File: config.mk
export PLATFORM = sky130hd
export DESIGN_NAME = jtframe_sdram_arb
export DESIGN_NICKNAME = d
export VERILOG_FILES = /design/src/rtl/jtframe_sdram_arb.sv
export SDC_FILE = /design/constraint.sdc
export NUM_CORES = 1
export LEC_CHECK = 0
export ABC_AREA = 1
export CAP_MARGIN = 20
export CORE_MARGIN = 2
export CORE_UTILIZATION = 50
export DETAILED_ROUTE_END_ITERATION = 12
export DONT_BUFFER_PORTS = 1
export HOLD_SLACK_MARGIN = 0.06
export PLACE_DENSITY = 0.73
export SLEW_MARGIN = 20
export SYNTH_ARGS = -nofsm -noshare
export SYNTH_HDL_FRONTEND = slang
export SYNTH_SLANG_ARGS = --single-unit
File: constraint.sdc
create_clock -name clk -period 4 [get_ports clk]
set_clock_uncertainty 0.1 [all_clocks]
set_input_delay 0.2 -clock clk [delete_from_list [all_inputs] [get_ports clk]]
set_output_delay 0.2 -clock clk [all_outputs]
set_load 0.005 [all_outputs]
File: src/rtl/jtframe_sdram_arb.sv
// Four-slot round-robin arbiter in front of a single-port SDRAM controller.
// Each slot keeps a one-entry read cache (last address and data) so that
// repeated reads of the same word complete without touching the SDRAM.
// A watchdog aborts transactions whose data never arrives after the ack.
module jtframe_sdram_arb #(
   parameter int AW   = 22,
   parameter int TOUT = 63
) (
   input  logic              clk,
   input  logic              rst_n,
   input  logic              downloading,
   input  logic [3:0]        slot_req,
   input  logic [4*AW-1:0]   slot_addr,
   input  logic [3:0]        slot_we,
   input  logic [63:0]       slot_din,
   input  logic [7:0]        slot_wmask,
   output logic [127:0]      slot_dout,
   output logic [3:0]        slot_ok,
   output logic              read_req,
   output logic [AW-1:0]     sdram_addr,
   output logic              sdram_rnw,
   output logic [15:0]       data_write,
   output logic [1:0]        sdram_wrmask,
   output logic              refresh_en,
   input  logic              sdram_ack,
   input  logic              data_rdy,
   input  logic [31:0]       data_read,
   output logic              timeout_err
);

   localparam int CW = $clog2(TOUT + 1);

   typedef enum logic [1:0] {
      IDLE = 2'd0,
      REQ  = 2'd1,
      WAIT = 2'd2,
      DONE = 2'd3
   } state_t;

   state_t          state_r;
   logic [1:0]      slot_r;
   logic [1:0]      last_grant_r;
   logic [3:0]      mask_r;
   logic [3:0]      cache_valid_r;
   logic [AW-1:0]   cache_addr_r [4];
   logic [CW-1:0]   tout_cnt_r;

   logic [AW-1:0]   addr_s [4];
   logic [15:0]     din_s  [4];
   logic [1:0]      wm_s   [4];
   logic [3:0]      cand_s;
   logic [1:0]      idx_s;
   logic [1:0]      grant_s;
   logic            grant_ok_s;
   logic            hit_s;
   logic            done_s;

   // Split the packed slot buses into per-slot fields
   always_comb begin
      for (int i = 0; i < 4; i++) begin
         addr_s[i] = slot_addr[i*AW +: AW];
         din_s[i]  = slot_din[i*16 +: 16];
         wm_s[i]   = slot_wmask[i*2 +: 2];
      end
   end

   // Round-robin pick starting after the last granted slot, plus cache lookup
   always_comb begin
      cand_s     = slot_req & ~mask_r;
      idx_s      = 2'd0;
      grant_s    = 2'd0;
      grant_ok_s = 1'b0;
      for (int i = 1; i <= 4; i++) begin
         idx_s = last_grant_r + 2'(i);
         if (!grant_ok_s && cand_s[idx_s]) begin
            grant_ok_s = 1'b1;
            grant_s    = idx_s;
         end else begin
            grant_ok_s = grant_ok_s;
         end
      end
      hit_s = !slot_we[grant_s] && cache_valid_r[grant_s] &&
              (cache_addr_r[grant_s] == addr_s[grant_s]);
   end

   // Data arrives either together with the ack or later while waiting
   always_comb begin
      if (state_r == REQ) begin
         done_s = sdram_ack && data_rdy;
      end else if (state_r == WAIT) begin
         done_s = data_rdy;
      end else begin
         done_s = 1'b0;
      end
   end

   // Arbitration FSM with registered SDRAM-side and slot-side outputs
   always_ff @(posedge clk or negedge rst_n) begin
      if (!rst_n) begin
         state_r       <= IDLE;
         slot_r        <= 2'd0;
         last_grant_r  <= 2'd3;
         mask_r        <= 4'b0000;
         cache_valid_r <= 4'b0000;
         for (int i = 0; i < 4; i++) cache_addr_r[i] <= {AW{1'b0}};
         tout_cnt_r    <= {CW{1'b0}};
         read_req      <= 1'b0;
         sdram_addr    <= {AW{1'b0}};
         sdram_rnw     <= 1'b1;
         data_write    <= 16'h0000;
         sdram_wrmask  <= 2'b00;
         refresh_en    <= 1'b0;
         slot_ok       <= 4'b0000;
         slot_dout     <= 128'd0;
         timeout_err   <= 1'b0;
      end else begin
         slot_ok    <= 4'b0000;
         refresh_en <= (state_r == IDLE) && (slot_req == 4'b0000) && !downloading;
         case (state_r)
            IDLE: begin
               mask_r <= 4'b0000;
               if (!downloading && grant_ok_s) begin
                  last_grant_r <= grant_s;
                  slot_r       <= grant_s;
                  if (hit_s) begin
                     state_r <= DONE;
                     slot_ok <= 4'b0001 << grant_s;
                  end else begin
                     state_r      <= REQ;
                     read_req     <= 1'b1;
                     sdram_addr   <= addr_s[grant_s];
                     sdram_rnw    <= !slot_we[grant_s];
                     data_write   <= din_s[grant_s];
                     sdram_wrmask <= slot_we[grant_s] ? wm_s[grant_s] : 2'b00;
                  end
               end
            end
            REQ: begin
               if (sdram_ack) begin
                  read_req   <= 1'b0;
                  tout_cnt_r <= {CW{1'b0}};
                  state_r    <= data_rdy ? DONE : WAIT;
               end
            end
            WAIT: begin
               if (data_rdy) begin
                  state_r <= DONE;
               end else if (tout_cnt_r == CW'(TOUT - 1)) begin
                  state_r               <= IDLE;
                  timeout_err           <= 1'b1;
                  cache_valid_r[slot_r] <= 1'b0;
               end else begin
                  tout_cnt_r <= tout_cnt_r + CW'(1);
               end
            end
            DONE: begin
               state_r <= IDLE;
               mask_r  <= slot_ok;
            end
            default: begin
               state_r <= IDLE;
            end
         endcase
         if (done_s) begin
            slot_ok <= 4'b0001 << slot_r;
            if (sdram_rnw) begin
               slot_dout[{slot_r, 5'd0} +: 32] <= data_read;
               cache_addr_r[slot_r]            <= sdram_addr;
               cache_valid_r[slot_r]           <= 1'b1;
            end else begin
               cache_valid_r <= 4'b0000;
            end
         end
         if (downloading) cache_valid_r <= 4'b0000;
      end
   end

endmodule

==> impl_metrics.tcl, run 1 <==
set metrics [dict create \
    gp_congestion 0.9137 \
    first_global_vias 12924 \
    worst_slew_pin_slew_ns 1.377 \
    ir_drop_mv 0.6091 \
    worstPathRequired_ns 4.39 \
    cts.clk_slew.worst_paths_ns 0.06 \
    start_util_pct 50.80 \
    area_delta_synth_final_pct 19.96 \
    die-height_um 174.8 \
    drive_gt1_share_pct 11.42 \
    ff2ff_path_depth 24 \
    cap_violations 0 \
    final_cell_mix "553 x nand2_1, 281 x dfrtp_1, 165 x o21ai_0, 151 x nand3_1, 118 x dlygate4sd3_1" \
    final.min_clock_period_ns 3.817 \
    finalCritPeriodShare_pct 95.43 \
    grt-ovfl-total 0 \
    utilization_pct 60.94 \
    powerDensity_nw_per_um2 1010 \
    grt_first_pass_wirelength_um 70390 \
    tritoncts "built" \
    core.rowCount 62 \
    viasPerCell 5.920 \
    fin_area_um2 17490 \
    grt.total_usage_pct 28.66 \
    synthMuxAreaShare_pct 6.255 \
    hold_buffers 118 \
    synth_fa_ha_area_share_pct 1.287 \
    critPathMostFrequentCell "nand2_1" \
    finalNetCount 2081 \
    worst-setup-path-type "flip-flop to flip-flop" \
    hold_viol 284 \
    grt_max_degree 285 \
    cts_max_level 1 \
    ys_seq_area_share_pct 48.76 \
    maxSlewHeadroom_pct 8.130 \
    dieWidth_um 174.8 \
    p_leak_nw 8.973 \
    postSynthCellCount 1779 \
    synthXorXnorAreaFrac_pct 0 \
    place_area_um2 14890 \
    worstPathCellList "inv_2 -> nand2_1 -> nand2_1 -> nand3_1 -> nand2_1 -> and2_1 -> nand3_1 -> nand2_1 -> nand2_4 -> buf_12 -> buf_8 -> nand3b_1 -> nand3_1 -> nand2_1 -> nand2_1 -> nand2_1 -> nor2_1 -> nand2_1 -> nor2_4 -> nand2_8 -> nand2_2 -> buf_12 -> nand2_1 -> o21ai_1" \
    violations "negative hold slack" \
    setup_violations 0 \
    synthSimpleGateAreaFrac_pct 26.26 \
    core_area_um2 28700 \
    clk_latency_ns 0.56 \
    synth_fp_nets 1999 \
    syn_area_um2 14580 \
    finalWirelength_um 47460 \
    num_vias 13432 \
    place_hpwl_um 28300 \
    drc_errors 0 \
    layout_commonest_cell "nand2_1" \
    synth_top_family_by_area "simple AND/OR/NAND/NOR gates" \
    hp-class "primary input to async pin" \
    drtAntennaViolNets 0 \
    hold_ws_ns -0.7648 \
    maxSlewViolCount 0 \
    synth-compound-area-share_pct 10.92 \
    end_kind "flip-flop" \
    arrival_ns 4.21 \
    cp_max_fo 24 \
    cts.sinks 284 \
    first_pass_iters 5 \
    ys_ff_latch 284 \
    cts-root-buf "clkbuf_16" \
    ioPinCount 381 \
    cts_made_buffers 30 \
    portBuffers 0 \
    initialDrtViolationCount 1168 \
    fmax_mhz 262.0 \
    fin_cells 2269 \
    crit_slowest_cell "dfstp_2" \
    timing.rr.start "last_grant_r[0]$_DFFE_PN1P_" \
    slowest_delay_ns 0.61 \
    postSynthAreaPerCell_um2 8.196 \
    synth_warnings 0 \
    fin_ws_ns 0.1826 \
    reg2reg_slack_ns 0.18 \
    startpoint_type "flip-flop" \
    tns_ns 0 \
    r2r_end "sdram_addr[21]$_DFFE_PN0P_" \
    dp_slack_ns 0.04468 \
    synth_cell_type_count 35 \
    dieArea_um2 30540 \
    grt_antenna_before_repair 1 \
    p_total_mw 17.67 \
    clk_path_buf_depth 3 \
    dp_cells 2077 \
    status "finished with violations" \
    post_drt_wl_per_cell_um 20.92 \
]
repair_timing:
item	in CTS	in global routing
setup endpoints to repair	0	43
resized for setup	0	19
hold endpoints to repair	472	284
setup buffers	0	7
metal layers:
| layer | vias up | wire length [um] | global-route usage, % |
|---|---|---|---|
| li1 | 6099 | - | - |
| met1 | 6464 | 17620 | 35.91 |
| met2 | 749 | 22980 | 48.11 |
| met3 | 120 | 5062 | 7.615 |
| met4 | 0 | 1799 | 9.931 |
| met5 | - | 0 | 0 |
synthesized netlist by cell type:
| cell | number | area, um2 |
|---|---|---|
| buf_1 | 6 | 22.52 |
| nand2_8 | 1 | 20.02 |
| a221oi_1 | 16 | 140.1 |
| nand2_4 | 1 | 11.26 |
| nor3_1 | 3 | 15.01 |
| nand4_1 | 60 | 375.4 |
| clkbuf_1 | 84 | 315.3 |
| dfstp_2 | 3 | 78.83 |
| buf_6 | 5 | 56.30 |
| nand3b_1 | 34 | 255.2 |
| a22o_1 | 16 | 140.1 |
| nor2_4 | 1 | 11.26 |
| a22oi_1 | 2 | 15.01 |
| inv_2 | 9 | 33.78 |
| o31ai_1 | 1 | 7.510 |
| a21oi_1 | 18 | 90.09 |
| a211oi_1 | 1 | 7.510 |
| nand2_1 | 556 | 2087 |
| inv_1 | 109 | 409.1 |
| dfrtp_1 | 281 | 7032 |
| mux2_2 | 81 | 912.1 |
| nand2_2 | 2 | 12.51 |
| ha_1 | 15 | 187.7 |
| nor2_1 | 66 | 247.7 |
| a31oi_1 | 2 | 12.51 |
| buf_2 | 15 | 75.07 |
| a21oi_2 | 1 | 8.760 |
| and2_1 | 2 | 12.51 |
| o21ai_0 | 165 | 825.8 |
| nor4_1 | 2 | 12.51 |
| nor2_2 | 2 | 12.51 |
| nand3_1 | 151 | 755.7 |
| o21ai_1 | 51 | 255.2 |
| o21a_1 | 12 | 90.09 |
| buf_4 | 5 | 37.54 |
worst max-delay path by stage:
| stage | from | endpoint | slack [ns] | depth (start not counted) |
|---|---|---|---|---|
| 3_3_place_gp | last_grant_r[0]$_DFFE_PN1P_ | sdram_addr[7]$_DFFE_PN0P_ | 0.23 | 22 |
| 4_1_cts | last_grant_r[0]$_DFFE_PN1P_ | data_write[1]$_DFFE_PN0P_ | 0.005 | 22 |
| 3_5_place_dp | last_grant_r[0]$_DFFE_PN1P_ | data_write[1]$_DFFE_PN0P_ | 0.04 | 22 |
| 2_1_floorplan | last_grant_r[0]$_DFFE_PN1P_ | data_write[0]$_DFFE_PN0P_ | 1.00 | 22 |
| 6_report | last_grant_r[0]$_DFFE_PN1P_ | sdram_addr[21]$_DFFE_PN0P_ | 0.18 | 24 |
| 5_1_grt | last_grant_r[1]$_DFFE_PN1P_ | sdram_addr[21]$_DFFE_PN0P_ | -0.06 | 24 |
flip-flops by register name, summed over array words and instances (netlist names), 4 cells and up:
signal         cells
slot_dout        128
mask_r             4
cache_valid_r      4
cache_addr_r      88
data_write        16
sdram_addr        22
tout_cnt_r         6
slot_ok            4
power breakdown:
part,switching [mW],internal (mW)
sequential,0.976,3.93
clock,1.16,1.88
combinational,5.91,3.80
kinds of logic (layout without fill, tap and decap cells):
kind of cell	count (synthesis)	after routing
muxes	81	81
and+or+nand+nor	881	889
AOI/OAI and AO/OA	285	285
adders and majority gates	15	15
buffers and inverters	233	329
other	0	2
DFF	284	284
critical path, delay by kind of cell, from the launching register on:
| family | cells | cell delay, ns |
|---|---|---|
| AO/OA/AOI/OAI | 1 | 0.08 |
| AND/OR/NAND/NOR | 19 | 2.30 |
| flip-flops | 1 | 0.61 |
| buffers and inverters | 4 | 0.64 |
layout make-up:
cell class              instances  area, um2
clock inverters                 7      135.1
repair buffers                157       1640
fillers                      2386      11210
inverters                     118      447.9
diodes                          2      5.005
well taps                     384      480.5
clock buffers                  47      955.9
multi-input cells            1270       6716
flip-flops and latches        284       7111
No activity file was read; power rests on OpenSTA's default activity.
==> inputs of run 2 (changes only) <==
--- a/config.mk
+++ b/config.mk
@@ -9,10 +9,12 @@
 export CAP_MARGIN = 20
 export CORE_MARGIN = 2
 export CORE_UTILIZATION = 50
+export CTS_CLUSTER_DIAMETER = 60
 export DETAILED_ROUTE_END_ITERATION = 12
 export DONT_BUFFER_PORTS = 1
 export HOLD_SLACK_MARGIN = 0.06
 export PLACE_DENSITY = 0.73
+export REMOVE_ABC_BUFFERS = 1
 export SLEW_MARGIN = 20
 export SYNTH_ARGS = -nofsm -noshare
 export SYNTH_HDL_FRONTEND = slang
==> run 2 against run 1 <==
Net effect:
- the run still ends with negative hold slack left
- global-route usage decreased by 0.22 points
- worst setup slack improved by 0.10 ns
- count of clock-buffer cells in the layout fell by 1
- first-iteration DRC count decreased by 8.2%
- cell count decreased by 0.40%
- wire length fell by 3.4%
- total power fell by 2.8%
- critical path depth is 3 lower
- sequential cell count unchanged
- maximum frequency increased by 2.8%
- utilization down 0.68 points
- non-clock buffer count is 11 lower
- critical path type unchanged
- critical endpoint is now sdram_addr[20]$_DFFE_PN0P_
- largest power group unchanged
==> impl_metrics.tcl, run 2 (same netlist as run 1, synthesis figures left out) <==
set metrics [dict create \
    status "finished with violations" \
    violations "negative hold slack" \
    layout_commonest_cell "nand2_1" \
    finalNetCount 2071 \
    ioPinCount 381 \
    place_area_um2 14900 \
    ff2ff_path_depth 21 \
    place_hpwl_um 27570 \
    tns_ns 0 \
    p_leak_nw 8.871 \
    drc_errors 0 \
    num_vias 13337 \
    timing.rr.start "last_grant_r[0]$_DFFE_PN1P_" \
    viasPerCell 5.901 \
    post_drt_wl_per_cell_um 20.30 \
    crit_slowest_cell "dfstp_2" \
    dieArea_um2 30540 \
    worstPathRequired_ns 4.33 \
    cp_max_fo 31 \
    grt.total_usage_pct 28.44 \
    fin_cells 2260 \
    dp_cells 2079 \
    area_delta_synth_final_pct 18.63 \
    gp_congestion 0.8465 \
    arrival_ns 4.04 \
    largest_reg_flops 128 \
    final.min_clock_period_ns 3.714 \
    drive_gt1_share_pct 10.89 \
    startpoint_type "flip-flop" \
    cts_made_buffers 35 \
    ir_drop_mv 0.8836 \
    maxSlewHeadroom_pct 26.59 \
    initialDrtViolationCount 1072 \
    rsz0062_at_grt "false" \
    grt_first_pass_wirelength_um 69860 \
    grt_max_degree 285 \
    fmax_mhz 269.3 \
    core.rowCount 62 \
    cap_violations 0 \
    hold_viol 284 \
    grt-ovfl-total 0 \
    regMostFlops "slot_dout" \
    powerDensity_nw_per_um2 992.5 \
    hp-class "primary input to async pin" \
    first_global_vias 13127 \
    cts_max_level 2 \
    cts.sinks 284 \
    portBuffers 0 \
    dieWidth_um 174.8 \
    clk_path_buf_depth 3 \
    fin_ws_ns 0.2860 \
    critPathMostFrequentCell "nand2_1" \
    setup_violations 0 \
    finalWirelength_um 45870 \
    core_area_um2 28700 \
    clk_latency_ns 0.50 \
    fin_area_um2 17300 \
    end_kind "flip-flop" \
    largestRegisters "slot_dout: 128 flops, cache_addr_r: 88 flops, sdram_addr: 22 flops" \
    die-height_um 174.8 \
    dp_slack_ns 0.1155 \
    drtAntennaViolNets 0 \
    maxSlewViolCount 0 \
    post-cts-setup-buffer-count 0 \
    reg2reg_slack_ns 0.29 \
    tritoncts "built" \
    hold_buffers 115 \
    finalCritPeriodShare_pct 92.85 \
    hold_ws_ns -0.6911 \
    first_pass_iters 5 \
    start_util_pct 50.80 \
    worst-setup-path-type "flip-flop to flip-flop" \
    cts.clk_slew.worst_paths_ns 0.06 \
    worstPathCellList "inv_2 -> nand2_1 -> nand2_1 -> o21ai_1 -> nand4_1 -> nand2_2 -> nand2_2 -> nor2_2 -> buf_8 -> nand2_1 -> nand3_1 -> inv_1 -> nand2_1 -> nand2_1 -> nor2_1 -> nand2_1 -> nor2_4 -> nand2_8 -> nand2_8 -> nand2_1 -> o21ai_1" \
    cts-root-buf "clkbuf_16" \
    grt_antenna_before_repair 3 \
    worst_slew_pin_slew_ns 1.094 \
    slowest_delay_ns 0.59 \
    utilization_pct 60.27 \
    r2r_end "sdram_addr[20]$_DFFE_PN0P_" \
    p_total_mw 17.17 \
    final_cell_mix "553 x nand2_1, 281 x dfrtp_1, 165 x o21ai_0, 151 x nand3_1, 115 x dlygate4sd3_1" \
]
run 2: cell types whose count changed in the layout (fill, tap and decap cells not counted), moves of 3 or more:
| cell | delta |
|---|---|
| buf_6 | -3 |
| nor2_4 | -3 |
| clkinvlp_4 | +3 |
| clkbuf_8 | -9 |
| nand2_4 | -5 |
| dlygate4sd3_1 | -3 |
| clkbuf_1 | +4 |
run 2: worst max path at each step:
stage                                            from                          end  cells past startpoint  slack, ns
after detailed placement  last_grant_r[0]$_DFFE_PN1P_  sdram_wrmask[0]$_DFFE_PN0P_                     21       0.12
after global routing      last_grant_r[0]$_DFFE_PN1P_    sdram_addr[5]$_DFFE_PN0P_                     21      0.008
after CTS                 last_grant_r[0]$_DFFE_PN1P_    data_write[6]$_DFFE_PN0P_                     21       0.07
after global placement    last_grant_r[0]$_DFFE_PN1P_   data_write[10]$_DFFE_PN0P_                     21       0.37
after floorplan           last_grant_r[0]$_DFFE_PN1P_    data_write[0]$_DFFE_PN0P_                     22      -1.64
final                     last_grant_r[0]$_DFFE_PN1P_   sdram_addr[20]$_DFFE_PN0P_                     21       0.29
run 2: final cells by class:
type	instances	area [um2]
clock buffer	46	947.2
sequential	284	7111
antenna	2	5.005
tap	384	480.5
inverter	118	442.9
timing repair buffer	146	1454
multi-input combinational	1266	6663
clock inverter	14	195.2
fill	2399	11400
run 2: repair_timing:
action	in CTS	in global routing
gates resized for setup	0	8
setup endpoints to repair	0	41
endpoints found under the hold margin	468	284
run 2: report_power, final:
part           switching [mW]  internal, mW  total (mW)  leakage [nW]
combinational            5.67          3.43        9.09          4.56
clock                    1.23          1.94        3.16         0.550
sequential              0.975          3.93        4.91          3.76
total                    7.87          9.30        17.2          8.87
run 2: critical path, delay by kind of cell, from the launching register on:
family,cells,cell delay (ns)
buf+inv,3,0.44
simple gates,16,2.17
compound gates,2,0.30
flops,1,0.59
run 2: routing by layer:
metal | vias to the layer above | wire length (um) | global-route usage [%] | share of wire [%]
met1 | 6463 | 17050 | 34.33 | 37
li1 | 6053 | - | - | -
met2 | 669 | 21720 | 47.02 | 47
met5 | - | 13 | 0 | 0.028
met4 | 2 | 2349 | 13.33 | 5.1
met3 | 150 | 4736 | 8.290 | 10
